**src/rtl/wb_interconnect_if.sv**
```systemverilog
// Bus bundles for the 1-to-N Wishbone interconnect: one controller-side bundle
// and one broadcast peripheral-side bundle. Modport names are from the interconnect's view.
interface wb_ctrl_if #(
  parameter int AddrW = 8,
  parameter int DataW = 8
);
  logic             wb_we_i;
  logic [AddrW-1:0] wb_adr_i;
  logic [DataW-1:0] wb_dat_i;
  logic             wb_stb_i;
  logic [DataW-1:0] wb_dat_o;
  logic             wb_ack_o;
  logic             wb_err_o;

  modport master (
    output wb_we_i, wb_adr_i, wb_dat_i, wb_stb_i,
    input  wb_dat_o, wb_ack_o, wb_err_o
  );

  modport slave (
    input  wb_we_i, wb_adr_i, wb_dat_i, wb_stb_i,
    output wb_dat_o, wb_ack_o, wb_err_o
  );
endinterface

interface wb_peri_if #(
  parameter int PeriAddrW = 4,
  parameter int DataW     = 8,
  parameter int NPeri     = 4
);
  logic                   peri_we_o;
  logic [PeriAddrW-1:0]   peri_adr_o;
  logic [DataW-1:0]       peri_dat_o;
  logic [NPeri-1:0]       peri_stb_o;
  logic [NPeri*DataW-1:0] peri_dat_i;
  logic [NPeri-1:0]       peri_ack_i;

  modport master (
    output peri_we_o, peri_adr_o, peri_dat_o, peri_stb_o,
    input  peri_dat_i, peri_ack_i
  );

  modport slave (
    input  peri_we_o, peri_adr_o, peri_dat_o, peri_stb_o,
    output peri_dat_i, peri_ack_i
  );
endinterface

```
**src/rtl/wb_interconnect.sv**
```systemverilog
// Registered 1-to-N Wishbone interconnect: upper address bits pick a peripheral,
// with unmapped-address errors, a no-ack timeout and a saturating error counter.
module wb_interconnect #(
  parameter int              AddrW         = 8,
  parameter int              DataW         = 8,
  parameter int              PeriAddrW     = 4,
  parameter int              NPeri         = 4,
  parameter int              TimeoutCycles = 16,
  parameter logic [DataW-1:0] ErrData      = '1
) (
  input  logic       clk_i,
  input  logic       rst_i,
  wb_ctrl_if.slave   ctrl,
  wb_peri_if.master  peri,
  output logic [7:0] err_cnt_o
);

  localparam int                SelW    = AddrW - PeriAddrW;
  localparam int                CntW    = $clog2(TimeoutCycles + 1);
  localparam logic [SelW:0]     NPeriL  = (SelW + 1)'(NPeri);
  localparam logic [CntW-1:0]   TmoLast = CntW'(TimeoutCycles - 1);

  typedef enum logic [1:0] {
    IDLE,
    BUSY,
    RESP
  } state_e;

  state_e               state_q, state_d;
  logic                 we_q, we_d;
  logic [PeriAddrW-1:0] adr_q, adr_d;
  logic [DataW-1:0]     wdat_q, wdat_d;
  logic [SelW-1:0]      sel_q, sel_d;
  logic                 err_q, err_d;
  logic [DataW-1:0]     rdat_q, rdat_d;
  logic [CntW-1:0]      tmo_q, tmo_d;
  logic [7:0]           err_cnt_q, err_cnt_d;

  logic                 ack_sel;
  logic [DataW-1:0]     dat_sel;
  logic [NPeri-1:0]     stb_vec;
  logic [SelW-1:0]      sel_in;

  assign sel_in = ctrl.wb_adr_i[AddrW-1:PeriAddrW];

  // Only the selected peripheral's ack/data are visible; all other acks are ignored.
  always_comb begin
    ack_sel = 1'b0;
    dat_sel = '0;
    stb_vec = '0;
    for (int k = 0; k < NPeri; k++) begin
      if (sel_q == SelW'(k)) begin
        ack_sel    = peri.peri_ack_i[k];
        dat_sel    = peri.peri_dat_i[k*DataW +: DataW];
        stb_vec[k] = (state_q == BUSY);
      end
    end
  end

  always_comb begin
    // NOTE: every next-state value defaults to its register first, so no path leaves a latch.
    state_d   = state_q;
    we_d      = we_q;
    adr_d     = adr_q;
    wdat_d    = wdat_q;
    sel_d     = sel_q;
    err_d     = err_q;
    rdat_d    = rdat_q;
    tmo_d     = tmo_q;
    err_cnt_d = err_cnt_q;

    unique case (state_q)
      IDLE: begin
        if (ctrl.wb_stb_i) begin
          we_d   = ctrl.wb_we_i;
          adr_d  = ctrl.wb_adr_i[PeriAddrW-1:0];
          wdat_d = ctrl.wb_dat_i;
          sel_d  = sel_in;
          tmo_d  = '0;
          if ({1'b0, sel_in} < NPeriL) begin
            state_d = BUSY;
          end else begin
            state_d = RESP;
            err_d   = 1'b1;
            rdat_d  = ErrData;
          end
        end
      end
      BUSY: begin
        // An ack arriving in the last allowed cycle still beats the timeout.
        if (ack_sel) begin
          rdat_d  = dat_sel;
          err_d   = 1'b0;
          state_d = RESP;
        end else if (tmo_q == TmoLast) begin
          rdat_d  = ErrData;
          err_d   = 1'b1;
          state_d = RESP;
        end else begin
          tmo_d = tmo_q + CntW'(1);
        end
      end
      RESP: begin
        state_d = IDLE;
        if (err_q && (err_cnt_q != 8'hFF)) begin
          err_cnt_d = err_cnt_q + 8'd1;
        end
      end
      default: state_d = IDLE;
    endcase
  end

  // NOTE: state uses non-blocking assignments so every register samples pre-edge values.
  always_ff @(posedge clk_i or posedge rst_i) begin
    if (rst_i) begin
      state_q   <= IDLE;
      we_q      <= 1'b0;
      adr_q     <= '0;
      wdat_q    <= '0;
      sel_q     <= '0;
      err_q     <= 1'b0;
      rdat_q    <= '0;
      tmo_q     <= '0;
      err_cnt_q <= '0;
    end else begin
      state_q   <= state_d;
      we_q      <= we_d;
      adr_q     <= adr_d;
      wdat_q    <= wdat_d;
      sel_q     <= sel_d;
      err_q     <= err_d;
      rdat_q    <= rdat_d;
      tmo_q     <= tmo_d;
      err_cnt_q <= err_cnt_d;
    end
  end

  assign ctrl.wb_dat_o   = rdat_q;
  assign ctrl.wb_ack_o   = (state_q == RESP);
  assign ctrl.wb_err_o   = (state_q == RESP) && err_q;
  assign peri.peri_we_o  = we_q;
  assign peri.peri_adr_o = adr_q;
  assign peri.peri_dat_o = wdat_q;
  assign peri.peri_stb_o = stb_vec;
  assign err_cnt_o       = err_cnt_q;

endmodule

```
**src/flat_wrapper.sv**
```systemverilog
// flat-port wrapper written by rule: the top's interface ports become plain ports
module wb_interconnect_flat 
#(
  parameter int              AddrW         = 8,
  parameter int              DataW         = 8,
  parameter int              PeriAddrW     = 4,
  parameter int              NPeri         = 4,
  parameter int              TimeoutCycles = 16,
  parameter logic [DataW-1:0] ErrData      = '1
)
  (clk_i, rst_i, err_cnt_o, ctrl_wb_we_i, ctrl_wb_adr_i, ctrl_wb_dat_i, ctrl_wb_stb_i, ctrl_wb_dat_o, ctrl_wb_ack_o, ctrl_wb_err_o, peri_peri_we_o, peri_peri_adr_o, peri_peri_dat_o, peri_peri_stb_o, peri_peri_dat_i, peri_peri_ack_i);
  wb_ctrl_if #(.AddrW(AddrW), .DataW(DataW)) ctrl_i ();
  wb_peri_if #(.PeriAddrW(PeriAddrW), .DataW(DataW), .NPeri(NPeri)) peri_i ();
  input  logic clk_i;
  input  logic rst_i;
  output logic [7:0] err_cnt_o;
  input wire logic [$bits(ctrl_i.wb_we_i)-1:0] ctrl_wb_we_i;
  input wire logic [$bits(ctrl_i.wb_adr_i)-1:0] ctrl_wb_adr_i;
  input wire logic [$bits(ctrl_i.wb_dat_i)-1:0] ctrl_wb_dat_i;
  input wire logic [$bits(ctrl_i.wb_stb_i)-1:0] ctrl_wb_stb_i;
  output wire logic [$bits(ctrl_i.wb_dat_o)-1:0] ctrl_wb_dat_o;
  output wire logic [$bits(ctrl_i.wb_ack_o)-1:0] ctrl_wb_ack_o;
  output wire logic [$bits(ctrl_i.wb_err_o)-1:0] ctrl_wb_err_o;
  output wire logic [$bits(peri_i.peri_we_o)-1:0] peri_peri_we_o;
  output wire logic [$bits(peri_i.peri_adr_o)-1:0] peri_peri_adr_o;
  output wire logic [$bits(peri_i.peri_dat_o)-1:0] peri_peri_dat_o;
  output wire logic [$bits(peri_i.peri_stb_o)-1:0] peri_peri_stb_o;
  input wire logic [$bits(peri_i.peri_dat_i)-1:0] peri_peri_dat_i;
  input wire logic [$bits(peri_i.peri_ack_i)-1:0] peri_peri_ack_i;
  assign ctrl_i.wb_we_i = ctrl_wb_we_i;
  assign ctrl_i.wb_adr_i = ctrl_wb_adr_i;
  assign ctrl_i.wb_dat_i = ctrl_wb_dat_i;
  assign ctrl_i.wb_stb_i = ctrl_wb_stb_i;
  assign ctrl_wb_dat_o = ctrl_i.wb_dat_o;
  assign ctrl_wb_ack_o = ctrl_i.wb_ack_o;
  assign ctrl_wb_err_o = ctrl_i.wb_err_o;
  assign peri_peri_we_o = peri_i.peri_we_o;
  assign peri_peri_adr_o = peri_i.peri_adr_o;
  assign peri_peri_dat_o = peri_i.peri_dat_o;
  assign peri_peri_stb_o = peri_i.peri_stb_o;
  assign peri_i.peri_dat_i = peri_peri_dat_i;
  assign peri_i.peri_ack_i = peri_peri_ack_i;
  wb_interconnect #(.AddrW(AddrW), .DataW(DataW), .PeriAddrW(PeriAddrW), .NPeri(NPeri), .TimeoutCycles(TimeoutCycles), .ErrData(ErrData)) u_core (.clk_i(clk_i), .rst_i(rst_i), .ctrl(ctrl_i), .peri(peri_i), .err_cnt_o(err_cnt_o));
endmodule
```
**config.mk**
```make
export PLATFORM = sky130hd
export DESIGN_NAME = wb_interconnect_flat
export DESIGN_NICKNAME = d
export VERILOG_FILES = /design/src/rtl/wb_interconnect_if.sv /design/src/rtl/wb_interconnect.sv /design/src/flat_wrapper.sv
export SDC_FILE = /design/constraint.sdc
export NUM_CORES = 1
export LEC_CHECK = 0
export ABC_AREA = 1
export CAP_MARGIN = 20
export CORE_MARGIN = 3
export CORE_UTILIZATION = 46
export CTS_CLUSTER_DIAMETER = 120
export CTS_CLUSTER_SIZE = 25
export DETAILED_ROUTE_END_ITERATION = 7
export GPL_TIMING_DRIVEN = 0
export PLACE_DENSITY_LB_ADDON = 0.25
export REMOVE_ABC_BUFFERS = 1
export SLEW_MARGIN = 20
export SYNTH_ARGS = -nofsm -noshare
export SYNTH_HDL_FRONTEND = slang
export SYNTH_SLANG_ARGS = --single-unit
export TNS_END_PERCENT = 30
```
**constraint.sdc**
```tcl
create_clock -name clk_i -period 2.9 [get_ports clk_i]
set_clock_uncertainty 0.1 [all_clocks]
set_input_delay 0.58 -clock clk_i [delete_from_list [all_inputs] [get_ports clk_i]]
set_output_delay 0.58 -clock clk_i [all_outputs]
set_load 0.02 [all_outputs]
```
==> impl_metrics.toml <==
[sta]
worst_pin_slew_ns = 0.823
fin_crit_sh_pct = 95.6
rsz0062_at_grt = "false"
final-setup-viol-count = 0
hold_viol_final = 0
slew_headroom_pct = 45.1
final-max-slew-violation-count = 0
max_freq_mhz = 361
setup_tns_ns = 0
fin_crit_ns = 2.77

[final_layout]
fillers = 350
diodes = 0
nets = 428
drive_gt1_share_pct = 6.78
seqCellArea_sq_um = 1030
area_delta_synth_final_pct = 49.7
stdcell_count = 421
finalInstanceArea_sq_um = 3210
multi_input_area_sq_um = 983
post-route-util_pct = 72.6

[detailed_routing]
via_per_inst = 5.01
dr.pass1.iters = 4
antenna_left = 0
routed_wl_microns = 5490
wire_per_inst_microns = 13.0
vias = 2109
drt-initial-drc-count = 67
drc_errors = 0

[critical_path]
crit_end = "peri_peri_stb_o[3]"
end_kind = "output pin"
r2r-start = "u_core.state_q[0]"
cp.arrival_ns = 2.09
reg2reg_slack_ns = 0.78
critPathMaxFanout = 12
critPathMaxStageDelay_ns = 0.65
worstSetupStartpoint = "u_core.sel_q[2]"
cpLargestDelayFamily = "simple AND/OR/NAND/NOR gates"
cp_cell_sequence = "nor2_4 -> nand2_1 -> nor3_1 -> clkdlybuf4s50_1"
critPathLaunchType = "flop"
path_depth = 4
path_buf_inv = 1
worst-setup-path-type = "flop to output pin"
reg2reg_depth = 6
cp_slowest_cell = "clkdlybuf4s50_1"
required_ns = 2.22
r2r-end = "u_core.peri.peri_adr_o[3]"

[floorplanning]
die_width_microns = 74.2
die_h_microns = 74.2
core_area_sq_um = 4410
pin_count = 91
design.die.area_sq_um = 5510
row_count = 24
initial_core_util_pct = 48.5

[synthesis]
netlist_instances = 275
yosysTopAreaCell = "dfrtp_1"
synth_common_cells = "nand2_1 (91), dfrtp_1 (41), inv_1 (32)"
synth_edf_count = 0
syn_avg_cell_area_sq_um = 7.78
yosys.area.top_type_share_pct = 47.9
ys_types = 24
synth-seq-cells = 41
seq_area_frac_synth_pct = 47.9
synth_most_common_cell = "nand2_1"
synth_flop_cell = "dfrtp_1"
synth_area_sq_um = 2140
synthArstFlopShare_pct = 100
synthTopCellsByArea = "dfrtp_1 (48%), nand2_1 (16%), nand3_1 (6.8%), inv_1 (5.6%), nor2_1 (3.7%)"
ys_warn_count = 0

[power]
power_mw = 2.82
power_density_nw_per_um2 = 879
ir_drop_uv = 538
leakagePower_nw = 1.52

[cts]
clk_path_buf_depth = 2
cts_num_sinks = 41
cts-buffers-inserted = 5
cts-resized-gates = 1
htree_num_levels = 2
clkTransAtPathRegs_ns = 0.07
cts_tree = "built"
clk_latency_ns = 0.29
cts_root_buffer = "clkbuf_8"
cts_hold_buf = 0
postCtsSetupBuffers = 0

[job]
drv_cap = 0

[global_routing]
antenna_found_initial = 0
gr-total-overflow = 0
grt_first_pass_wirelength_microns = 9100
grt_max_degree = 26
first_global_vias = 2039
grt_usage_pct = 21.3

[hold_path]
hold_path.startpoint = "u_core.peri.peri_dat_o[4]"
hold_class = "flop to flop"

[place]
gp_congestion = 0.804
placed_cell_area_sq_um = 3110
dp_hpwl_microns = 4130
placedCellCount = 413
io_buffer_count = 90

[run_status]
status = "finished, final reports clean"
==> placed cells by master (no fill, tap or decap), types with 3 or more instances in the layout <==
cell,count
clkbuf_8,6
nor2_4,3
nor2_1,20
inv_1,31
nor2_2,3
xor2_1,6
nand2_1,91
clkdlybuf4s50_1,90
o21ai_0,9
a21oi_1,9
nand3_1,29
nand4_1,10
nor3_1,3
dfrtp_1,41
ha_1,3
==> area by class of cell <==
class / instances / area share, %
Clock buffer: 7 / 2.69
Inverter: 33 / 3.86
Multi-Input combinational cell: 197 / 30.7
Sequential cell: 41 / 32.0
Tap cell: 52 / 2.03
Timing Repair Buffer: 91 / 28.7
==> flip-flops by register name, summed over array words and instances, names as in the netlist <==
register	count
u_core.peri.peri_dat_o	8
u_core.err_q	1
u_core.state_q	2
u_core.err_cnt_o	8
u_core.ctrl.wb_dat_o	8
u_core.tmo_q	5
u_core.peri.peri_we_o	1
u_core.sel_q	4
u_core.peri.peri_adr_o	4
==> cell families after synthesis <==
family	count (synthesis)	share of synthesized area, %
and+or+nand+nor	167	36.1
AOI/OAI and AO/OA	20	4.97
adders and majority gates	3	1.75
xor gates and xnor gates	6	2.45
buffers and inverters	38	6.78
DFF	41	47.9
==> power breakdown <==
group,switching [mW],leakage (nW),internal [mW]
Clock,0.181,0.0443,0.189
Sequential,0.176,0.490,0.781
Combinational,0.879,0.983,0.611
Total,1.24,1.52,1.58
==> how the worst min path moves through the flow <==
stage / end / slack, ns / cells past startpoint
2_1_floorplan: u_core.tmo_q[4] / 0.35 / 2
3_3_place_gp: u_core.peri.peri_dat_o[7] / 0.35 / 2
3_5_place_dp: u_core.peri.peri_dat_o[7] / 0.36 / 2
4_1_cts: u_core.peri.peri_dat_o[4] / 0.38 / 2
5_1_grt: u_core.peri.peri_dat_o[7] / 0.39 / 2
6_report: u_core.peri.peri_dat_o[4] / 0.37 / 2
==> through the flow <==
stage | hold WS [ns] | setup WS (ns)
3_3_place_gp | 0.353 | -0.256
6_report | 0.371 | 0.129
4_1_cts | 0.375 | 0.120
3_5_place_dp | 0.358 | 0.0116
5_1_grt | 0.386 | 0.0585
2_1_floorplan | 0.353 | 0.591
==> metal layers <==
layer / vias to the layer above / share of wire, % / GRT usage, %
li1: 1063 / - / -
met1: 969 / 42 / 26.0
met2: 71 / 47 / 36.4
met3: 6 / 11 / 8.24
met4: 0 / 0.73 / 4.15
met5: - / 0 / 0
==> worst min-delay path: stages, from the launching register on <==
cell and delay, ns:
dfrtp_1 0.34, nand2_1 0.05, nand2_1 0.05
(Power assumes the default switching activity.)
